<file path="config.mk">
export PLATFORM = sky130hd
export DESIGN_NAME = seg7_scan_driver_flat
export DESIGN_NICKNAME = d
export VERILOG_FILES = /design/src/rtl/seg7_scan_if.sv /design/src/rtl/seg7_scan_driver.sv /design/src/flat_wrapper.sv
export SDC_FILE = /design/constraint.sdc
export NUM_CORES = 1
export LEC_CHECK = 0
export ABC_CLOCK_PERIOD_IN_PS = 3200
export BUFFER_PORTS_ARGS = -buffer_cell sky130_fd_sc_hd__buf_2
export CELL_PAD_IN_SITES_DETAIL_PLACEMENT = 0
export CELL_PAD_IN_SITES_GLOBAL_PLACEMENT = 1
export CORE_AREA = 2 2 90 92
export CTS_CLUSTER_SIZE = 16
export DETAILED_ROUTE_END_ITERATION = 10
export DIE_AREA = 0 0 92 94
export PLACE_DENSITY = 0.83
export REMOVE_ABC_BUFFERS = 1
export SLEW_MARGIN = 20
export SYNTH_ARGS = -nofsm -noshare
export SYNTH_HDL_FRONTEND = slang
export SYNTH_SLANG_ARGS = --single-unit
</file>
<file path="constraint.sdc">
create_clock -name clk -period 3.2 [get_ports clk]
set_input_delay 0.48 -clock clk [delete_from_list [all_inputs] [get_ports clk]]
set_output_delay 0.48 -clock clk [all_outputs]
set_load 0.01 [all_outputs]
</file>
<file path="src/rtl/seg7_scan_if.sv">
// Bus between a datapath and the 7-segment scan driver: display data and
// control flow toward the driver, segment/anode pins flow back out.
interface seg7_scan_if #(
  parameter int NUM_DIGITS = 4
);
  logic [4*NUM_DIGITS-1:0] value;
  logic [NUM_DIGITS-1:0]   dp_in;
  logic [NUM_DIGITS-1:0]   blink_en;
  logic                    blank_lz;
  logic                    load;
  logic [7:0]              seg;
  logic [NUM_DIGITS-1:0]   an;
  logic [2:0]              digit_idx;

  // Datapath side: supplies display data, observes the pins
  modport master (
    output value, dp_in, blink_en, blank_lz, load,
    input  seg, an, digit_idx
  );

  // Driver side: consumes display data, drives the pins
  modport slave (
    input  value, dp_in, blink_en, blank_lz, load,
    output seg, an, digit_idx
  );
endinterface

</file>
<file path="src/rtl/seg7_scan_driver.sv">
// Time-multiplexed common-anode 7-segment driver.
// One digit is lit per refresh slot; each slot opens with a ghost interval
// with every anode off so the shared segment bus can settle between digits.
// Display data is held in shadow registers captured on the load strobe.
// Blanking (leading-zero or blink) darkens the segments but keeps the anode
// scanning so the refresh duty cycle stays uniform across digits.
module seg7_scan_driver #(
  parameter int NUM_DIGITS   = 4,
  parameter int REFRESH_DIV  = 100000,
  parameter int GHOST_CYC    = 1000,
  parameter int BLINK_FRAMES = 64
) (
  input  logic         clk,
  input  logic         rst_n,
  seg7_scan_if.slave   bus
);

  localparam int PW = (REFRESH_DIV > 1)  ? $clog2(REFRESH_DIV)  : 1;
  localparam int DW = (NUM_DIGITS > 1)   ? $clog2(NUM_DIGITS)   : 1;
  localparam int FW = (BLINK_FRAMES > 1) ? $clog2(BLINK_FRAMES) : 1;

  localparam logic [PW-1:0] PRESC_LAST = PW'(REFRESH_DIV - 1);
  localparam logic [DW-1:0] DIGIT_LAST = DW'(NUM_DIGITS - 1);
  localparam logic [FW-1:0] FRAME_LAST = FW'(BLINK_FRAMES - 1);
  // One extra bit so the ghost limit never truncates against the counter
  localparam logic [PW:0]   GHOST_LIM  = (PW + 1)'(GHOST_CYC);

  // Active-low glyph for one hex nibble, bit order g..a
  function automatic logic [6:0] hex_glyph(input logic [3:0] nib);
    logic [6:0] g;
    case (nib)
      4'h0:    g = 7'h40;
      4'h1:    g = 7'h79;
      4'h2:    g = 7'h24;
      4'h3:    g = 7'h30;
      4'h4:    g = 7'h19;
      4'h5:    g = 7'h12;
      4'h6:    g = 7'h02;
      4'h7:    g = 7'h78;
      4'h8:    g = 7'h00;
      4'h9:    g = 7'h18;
      4'hA:    g = 7'h08;
      4'hB:    g = 7'h03;
      4'hC:    g = 7'h46;
      4'hD:    g = 7'h21;
      4'hE:    g = 7'h06;
      4'hF:    g = 7'h0E;
      default: g = 7'h7F;
    endcase
    return g;
  endfunction

  // Scan timing state
  logic [PW-1:0] presc_r;
  logic [DW-1:0] digit_r;
  logic [FW-1:0] frame_r;
  logic          phase_r;

  // Shadowed display data
  logic [4*NUM_DIGITS-1:0] value_sh_r;
  logic [NUM_DIGITS-1:0]   dp_sh_r;
  logic [NUM_DIGITS-1:0]   blink_sh_r;

  // Registered pin drivers
  logic [7:0]            seg_r;
  logic [NUM_DIGITS-1:0] an_r;
  logic [2:0]            idx_r;

  // Combinational decode of the digit currently selected
  logic                  presc_wrap_s;
  logic                  digit_wrap_s;
  logic                  frame_wrap_s;
  logic                  ghost_s;
  logic                  zero_run_s;
  logic [3:0]            cur_nib_s;
  logic                  cur_dp_s;
  logic                  cur_blink_s;
  logic                  cur_lz_s;
  logic                  blank_s;
  logic [NUM_DIGITS-1:0] an_sel_s;
  logic [7:0]            seg_next_s;
  logic [NUM_DIGITS-1:0] an_next_s;

  // Wrap conditions of the cascaded slot / digit / frame counters
  always_comb begin
    presc_wrap_s = (presc_r == PRESC_LAST);
    digit_wrap_s = presc_wrap_s && (digit_r == DIGIT_LAST);
    frame_wrap_s = digit_wrap_s && (frame_r == FRAME_LAST);
    ghost_s      = ({1'b0, presc_r} < GHOST_LIM);
  end

  // Slot prescaler: counts clk cycles within one digit slot
  always_ff @(posedge clk or negedge rst_n) begin
    if (!rst_n) begin
      presc_r <= {PW{1'b0}};
    end else if (presc_wrap_s) begin
      presc_r <= {PW{1'b0}};
    end else begin
      presc_r <= presc_r + PW'(1);
    end
  end

  // Digit pointer: advances once per slot, wrapping after the last digit
  always_ff @(posedge clk or negedge rst_n) begin
    if (!rst_n) begin
      digit_r <= {DW{1'b0}};
    end else if (digit_wrap_s) begin
      digit_r <= {DW{1'b0}};
    end else if (presc_wrap_s) begin
      digit_r <= digit_r + DW'(1);
    end else begin
      digit_r <= digit_r;
    end
  end

  // Frame counter and blink phase: phase flips every BLINK_FRAMES frames
  always_ff @(posedge clk or negedge rst_n) begin
    if (!rst_n) begin
      frame_r <= {FW{1'b0}};
      phase_r <= 1'b0;
    end else if (frame_wrap_s) begin
      frame_r <= {FW{1'b0}};
      phase_r <= ~phase_r;
    end else if (digit_wrap_s) begin
      frame_r <= frame_r + FW'(1);
      phase_r <= phase_r;
    end else begin
      frame_r <= frame_r;
      phase_r <= phase_r;
    end
  end

  // Shadow registers: capture display data only on the load strobe
  always_ff @(posedge clk or negedge rst_n) begin
    if (!rst_n) begin
      value_sh_r <= {(4*NUM_DIGITS){1'b0}};
      dp_sh_r    <= {NUM_DIGITS{1'b0}};
      blink_sh_r <= {NUM_DIGITS{1'b0}};
    end else if (bus.load) begin
      value_sh_r <= bus.value;
      dp_sh_r    <= bus.dp_in;
      blink_sh_r <= bus.blink_en;
    end else begin
      value_sh_r <= value_sh_r;
      dp_sh_r    <= dp_sh_r;
      blink_sh_r <= blink_sh_r;
    end
  end

  // Select the scanned digit, evaluate blanking and build next pin values.
  // The loop walks from the most significant digit down so zero_run_s tells
  // whether every nibble from the top down to digit i is zero.
  always_comb begin
    zero_run_s  = 1'b1;
    cur_nib_s   = 4'h0;
    cur_dp_s    = 1'b0;
    cur_blink_s = 1'b0;
    cur_lz_s    = 1'b0;
    an_sel_s    = {NUM_DIGITS{1'b1}};
    for (int i = NUM_DIGITS - 1; i >= 0; i--) begin
      zero_run_s = zero_run_s && (value_sh_r[4*i +: 4] == 4'h0);
      if (digit_r == DW'(i)) begin
        cur_nib_s   = value_sh_r[4*i +: 4];
        cur_dp_s    = dp_sh_r[i];
        cur_blink_s = blink_sh_r[i];
        cur_lz_s    = (i > 0) && bus.blank_lz && zero_run_s;
        an_sel_s[i] = 1'b0;
      end else begin
        an_sel_s[i] = 1'b1;
      end
    end
    blank_s    = cur_lz_s || (phase_r && cur_blink_s);
    seg_next_s = {~(cur_dp_s && !blank_s), blank_s ? 7'h7F : hex_glyph(cur_nib_s)};
    an_next_s  = ghost_s ? {NUM_DIGITS{1'b1}} : an_sel_s;
  end

  // Output registers: segments, anodes and index update together
  always_ff @(posedge clk or negedge rst_n) begin
    if (!rst_n) begin
      seg_r <= 8'hFF;
      an_r  <= {NUM_DIGITS{1'b1}};
      idx_r <= 3'd0;
    end else begin
      seg_r <= seg_next_s;
      an_r  <= an_next_s;
      idx_r <= 3'(digit_r);
    end
  end

  assign bus.seg       = seg_r;
  assign bus.an        = an_r;
  assign bus.digit_idx = idx_r;

endmodule

</file>
<file path="src/flat_wrapper.sv">
// flat-port wrapper written by rule: the top's interface ports become plain ports
module seg7_scan_driver_flat 
#(
  parameter int NUM_DIGITS   = 4,
  parameter int REFRESH_DIV  = 100000,
  parameter int GHOST_CYC    = 1000,
  parameter int BLINK_FRAMES = 64
)
  (clk, rst_n, bus_value, bus_dp_in, bus_blink_en, bus_blank_lz, bus_load, bus_seg, bus_an, bus_digit_idx);
  seg7_scan_if #(.NUM_DIGITS(NUM_DIGITS)) bus_i ();
  input  logic clk;
  input  logic rst_n;
  input wire logic [$bits(bus_i.value)-1:0] bus_value;
  input wire logic [$bits(bus_i.dp_in)-1:0] bus_dp_in;
  input wire logic [$bits(bus_i.blink_en)-1:0] bus_blink_en;
  input wire logic [$bits(bus_i.blank_lz)-1:0] bus_blank_lz;
  input wire logic [$bits(bus_i.load)-1:0] bus_load;
  output wire logic [$bits(bus_i.seg)-1:0] bus_seg;
  output wire logic [$bits(bus_i.an)-1:0] bus_an;
  output wire logic [$bits(bus_i.digit_idx)-1:0] bus_digit_idx;
  assign bus_i.value = bus_value;
  assign bus_i.dp_in = bus_dp_in;
  assign bus_i.blink_en = bus_blink_en;
  assign bus_i.blank_lz = bus_blank_lz;
  assign bus_i.load = bus_load;
  assign bus_seg = bus_i.seg;
  assign bus_an = bus_i.an;
  assign bus_digit_idx = bus_i.digit_idx;
  seg7_scan_driver #(.NUM_DIGITS(NUM_DIGITS), .REFRESH_DIV(REFRESH_DIV), .GHOST_CYC(GHOST_CYC), .BLINK_FRAMES(BLINK_FRAMES)) u_core (.clk(clk), .rst_n(rst_n), .bus(bus_i));
endmodule
</file>
# Word level (Yosys, flattened, before mapping)
# Memory sizes are Yosys's and may differ from the RTL's.
# Index checks and enable logic that the tools add are counted.
[word_totals] regBits=64 rom_bits=112 input_bits=28 out_inout_bits=15 n_memories=1
[classes] addsub=3 n_lt_le_gt_ge=1 eq_ne=5 muxes=27 n_bitwise=2 reduce_logical=17
[mem_list] memory="(no name shown)" depth=16 word_bits=7 rd=1 rd_clocked_by_memory_dff=0 wr=0 line_no="seg7_scan_driver.sv:31" text="case (nib)"
[ops] cell="$mux W4" n=5
[ops] cell="$add A17 B1 Y17 const B" n=1
[ops] cell="$eq A17 B17 Y1 const B" n=1
[ops] cell="$lt A17 B10 Y1 const B" n=1
[ops] cell="$mux W17" n=1
[ops] cell="$mux W1" n=16
[ops] cell="$logic_not A4 Y1" n=3
[ops] cell="$mux W6" n=2
[ops] cell="$logic_and A1 B1 Y1" n=9
[ops] cell="$mux W7" n=1
[ops] cell="$add A6 B1 Y6 const B" n=1
[ops] cell="$eq A6 B6 Y1 const B" n=1
[ops] cell="$eq A2 B2 Y1 const B" n=2
[ops] cell="$mux W2" n=2
[ops] cell="$reduce_bool A2 Y1" n=2
[ops] cell="$add A2 B1 Y2 const B" n=1
[ops] cell="$eq A2 B1 Y1 const B" n=1
[ops] cell="$logic_not A2 Y1" n=1
[ops] cell="$not A1 Y1" n=2
[ops] cell="$logic_not A1 Y1" n=1
[ops] cell="$logic_or A1 B1 Y1" n=1

# Logic depth before layout (Yosys ltp)
[depth] word_depth=10 ltp_mapped=12 ltp_nobuf=10

# Worst setup path before layout
# Ideal clock, no wire load.
[synth_path] path_type="flip-flop to flip-flop" start="register u_core.digit_r[0]" end="register u_core.seg_r[3] (netlist: u_core.bus.seg[3])" setup_ps=107 arrival_ps=2226 required_time_ps=3093 path_slack_ps=867 stages_incl_launch_ff=10 n_path_buf=1 synth_period_minus_slack_ps=2333 cell_sequence="dfrtp_1 inv_1 ha_1 clkbuf_1 a211oi_1 a221o_1 ha_1 mux2_2 nor2_1 o21ai_0"
[synth_via] elab_chain_cells=8
[synth_rtl] item="start, declared" line_no="seg7_scan_driver.sv:55" text="logic [DW-1:0] digit_r;"
[synth_rtl] item="start signal, assigned" line_no="seg7_scan_driver.sv:106" text="digit_r <= {DW{1'b0}};"
[synth_rtl] item="start signal, assigned" line_no="seg7_scan_driver.sv:108" text="digit_r <= {DW{1'b0}};"
[synth_rtl] item="start signal, assigned" line_no="seg7_scan_driver.sv:110" text="digit_r <= digit_r + DW'(1);"
[synth_rtl] item="branches (longest 7 deep; another with $mem_v2 Z16 W7)"
[synth_rtl] item="$mux W7 (*)" line_no="seg7_scan_driver.sv:173" text="seg_next_s = {~(cur_dp_s && !blank_s), blank_s ? 7'h7F : hex_glyph(cur_nib_s)};"
[synth_rtl] item="net u_core.seg_next_s[3]" line_no="seg7_scan_driver.sv:81" text="logic [7:0] seg_next_s;"
[synth_rtl] item="end signal, assigned" line_no="seg7_scan_driver.sv:184" text="seg_r <= seg_next_s;"
[synth_rtl] item="end, declared" line_no="seg7_scan_driver.sv:65" text="logic [7:0] seg_r;"
# Mark *: on every way through the listed nets, which the timed path passes.
# A chain may end at the register's enable or synchronous reset.

# Worst setup path in the final report
# Ends and elaborated chain as after synthesis.

==> metrics <==
crit-path max FO=17; critical path startpoint=u_core.digit_r[0]$_DFFE_PN0P_; Starting Density=about two fifths; chip width=between 90 and 100 um; Total GRT Usage=approximately 16%; Final Hold Fails=0; Yosys reg bits=64; CTS resizes=0; placed cells=419; Finished Layout Cells=about 440; Clock Pin Slew Worst Setup and Hold Paths=roughly 70 ps; DP Wirelength=4520 um; clock sink count=64; drt total wl=between 6000 and 7000 um; flop2flop setup slack=~660 ps; worst path required time=approximately 3500 ps; min cycle time layout=about 2500 ps; reg2reg start=u_core.digit_r[0]$_DFFE_PN0P_; Post-synth EDFFs=0; antenna-violating nets left=0; Main synth FF type=dfrtp_1; Netlist Area Pre-Place=3120 um2; hold_ws=around 240 ps; fillcell total=720; Iter 0 DRT Violations=about 110; CTS root buf=clkbuf_8; Worst-Skew Late Latency=between 300 and 400 ps; status=complete, no violations; largest net degree at the start of global routing=41; crit start category=register; fin crit share=79.3%; post-synth top area share=41.8%; Setup Skew=about 7.3 ps; Setup-failing EPs final=0; asr flop ratio synth=100%; CP arrival=roughly 2800 ps; area grow syn2layout=16.7%; maxcap violations=0; vias per cell=5.11; Distinct cells, synth=51; first-pass GRT wire length=around 11000 um; Util after Layout=between 40% and 50%; DRT Pass-1 Iters=4; die area=8650 um2; crit path capture=u_core.bus.seg[3]$_DFF_PN1_; top area cells in the synthesized netlist=dfrtp_1 42%, dfstp_2 10%, mux2_2 8.0%; HP Class=in2async; Mean Syn Cell Area=around 11 um2; WL per Instance=~14 um; TritonCTS buffer count=9; vias in the first global route=roughly 2300; leakage=between 1.5 and 2 nW; total global routing overflow=0; area of the core=about 7600 um2; RePlAce Congestion=0.778; CTS tree=done; TNS Setup=0 ps; Ant. Diodes=0; hold-fix buffers at CTS=0; Rows=32; initial antenna violation count=0; worst-margin pin slew=841 ps; area leader, netlist=dfrtp_1; # H-tree levels=3; Crit Reg-Reg Endpoint=u_core.bus.seg[3]$_DFF_PN1_; input/output buffers=41; Synth Instances=around 290; Ports=between 40 and 50; share of layout cells above drive strength 1=roughly 31%; Pins Over Slew Limit=0; # Post-CTS Setup Buffers=0; Yosys warnings=0; Rel. slew slack=between 40 and 50%; clock buffer depth=2; Final nets=368; Worst setup EP type=register; Die Ht=between 90 and 100 um; sequential fraction of the synthesis area=approximately 52%; DRC violations left=0; Tot Pwr=approximately 0.0018 W; critical path type=reg2reg; Worst VDD drop=0.282 mV; RSZ-0062 raised after global routing=no; via count=2224; f_max=~400 MHz; power per cell area=503 nW/um2; R2R depth=9
## state kept, by name, indices dropped and copies added, names as in the netlist
name                  flops
u_core.presc_r           17
u_core.bus.seg            8
u_core.bus.digit_idx      2
u_core.bus.an             4
u_core.frame_r            6
u_core.phase_r            1
u_core.value_sh_r        16
u_core.dp_sh_r            4
u_core.digit_r            2
u_core.blink_sh_r         4
## routing by layer
metal | wire, um | GRT usage [%] | vias up | part of all wire [%]
li1 | - | - | 1085 | -
met1 | 2660 | 19.3 | 1079 | 43
met2 | 3140 | 27.9 | 53 | 50
met3 | 347 | 5.78 | 7 | 5.6
met4 | 68 | 3.73 | 0 | 1.1
met5 | 0 | 0 | - | 0
## worst min path at each step
stage,start,endpoint,slack [ps],cells after the start
after floorplan,rst_n,u_core.blink_sh_r[0]$_DFFE_PN0P_,180,0
after global placement,u_core.digit_r[1]$_DFFE_PN0P_,u_core.bus.digit_idx[1]$_DFF_PN0_,410,0
after detailed placement,u_core.digit_r[1]$_DFFE_PN0P_,u_core.bus.digit_idx[1]$_DFF_PN0_,420,0
after CTS,rst_n,u_core.value_sh_r[5]$_DFFE_PN0P_,270,1
after global routing,rst_n,u_core.value_sh_r[5]$_DFFE_PN0P_,310,1
final,rst_n,u_core.value_sh_r[5]$_DFFE_PN0P_,240,1
## through the flow
stage | setup WS [ps] | instance area, um2
final | 663 | 3640
after global routing | 394 | 3640
after CTS | 660 | 3640
after detailed placement | 685 | 3420
after global placement | 762 | 3420
after floorplan | 935 | 3060
## synthesized netlist by cell type (2+ instances only)
cell type  instances
nand4_1            4
mux2_2            22
xor2_1             6
o31ai_1            3
o21ai_0           14
buf_2              5
nor2_1            21
clkbuf_1           6
a221o_1            2
dfrtp_1           52
nand3b_1           3
a21oi_1            7
and2_1             2
nor3b_1            3
o211ai_1           3
ha_1              12
nand3_1           12
a211oi_1           3
a31oi_1            2
nand2_1           29
nor3_1             4
and3_1             4
inv_1              9
dfstp_2           12
nor2b_1            5
xnor2_1           12
nor4_1             3
or3_1              2
## area by class of cell
type	instances	area (um2)	share of cell area [%]
flip-flops and latches	64	1620	44.4
multi-input cells	200	1410	38.8
repair buffers	44	228	6.26
clock buffers	11	141	3.89
well taps	102	128	3.51
clock inverters	5	80.1	2.20
inverters	9	33.8	0.929
## worst max-delay path: stages (launching register included)
cell,delay [ps]
dfrtp_1,430
inv_1,110
ha_1,490
a211oi_1,90
a221o_1,400
inv_1,140
ha_1,270
a211oi_1,100
a31o_2,240
o21ai_0,180
## power breakdown
group	total [W]	internal, W	switching (W)
logic	0.000172	0.0000815	0.0000904
registers	0.000895	0.000868	0.0000274
clock network	0.000764	0.000458	0.000306
total	0.00183	0.00141	0.000424
## cell families after synthesis
logic type	count (synthesis)	synth area share (%)
buffers and inverters	21	2.85
AOI/OAI and AO/OA	45	9.80
muxes	23	8.43
other	1	0.120
adders and majority gates	12	4.82
xor gates and xnor gates	18	5.06
and+or+nand+nor	101	17.0
DFF	64	51.9
## layout by cell type, fill, tap and decap left out, types with 2 or more instances in the layout
cell        instances
ha_1               12
dfrtp_1            52
clkbuf_8           10
buf_4               3
nor3b_1             3
a21oi_1             7
dfstp_2            12
o21ai_0            14
mux2_2             22
nand4_1             4
a31oi_1             2
xnor2_1            12
nand3b_1            3
and3_1              4
nor4_1              3
nor2_1             21
and2_1              2
bufinv_16           2
or3_1               2
buf_2              41
inv_1               9
nor2b_1             5
clkinvlp_4          2
o31ai_1             3
nand2_1            29
nor3_1              4
nand3_1            12
a221o_1             2
a211oi_1            3
xor2_1              6
o211ai_1            3
No activity file was read; power rests on OpenSTA's default activity.
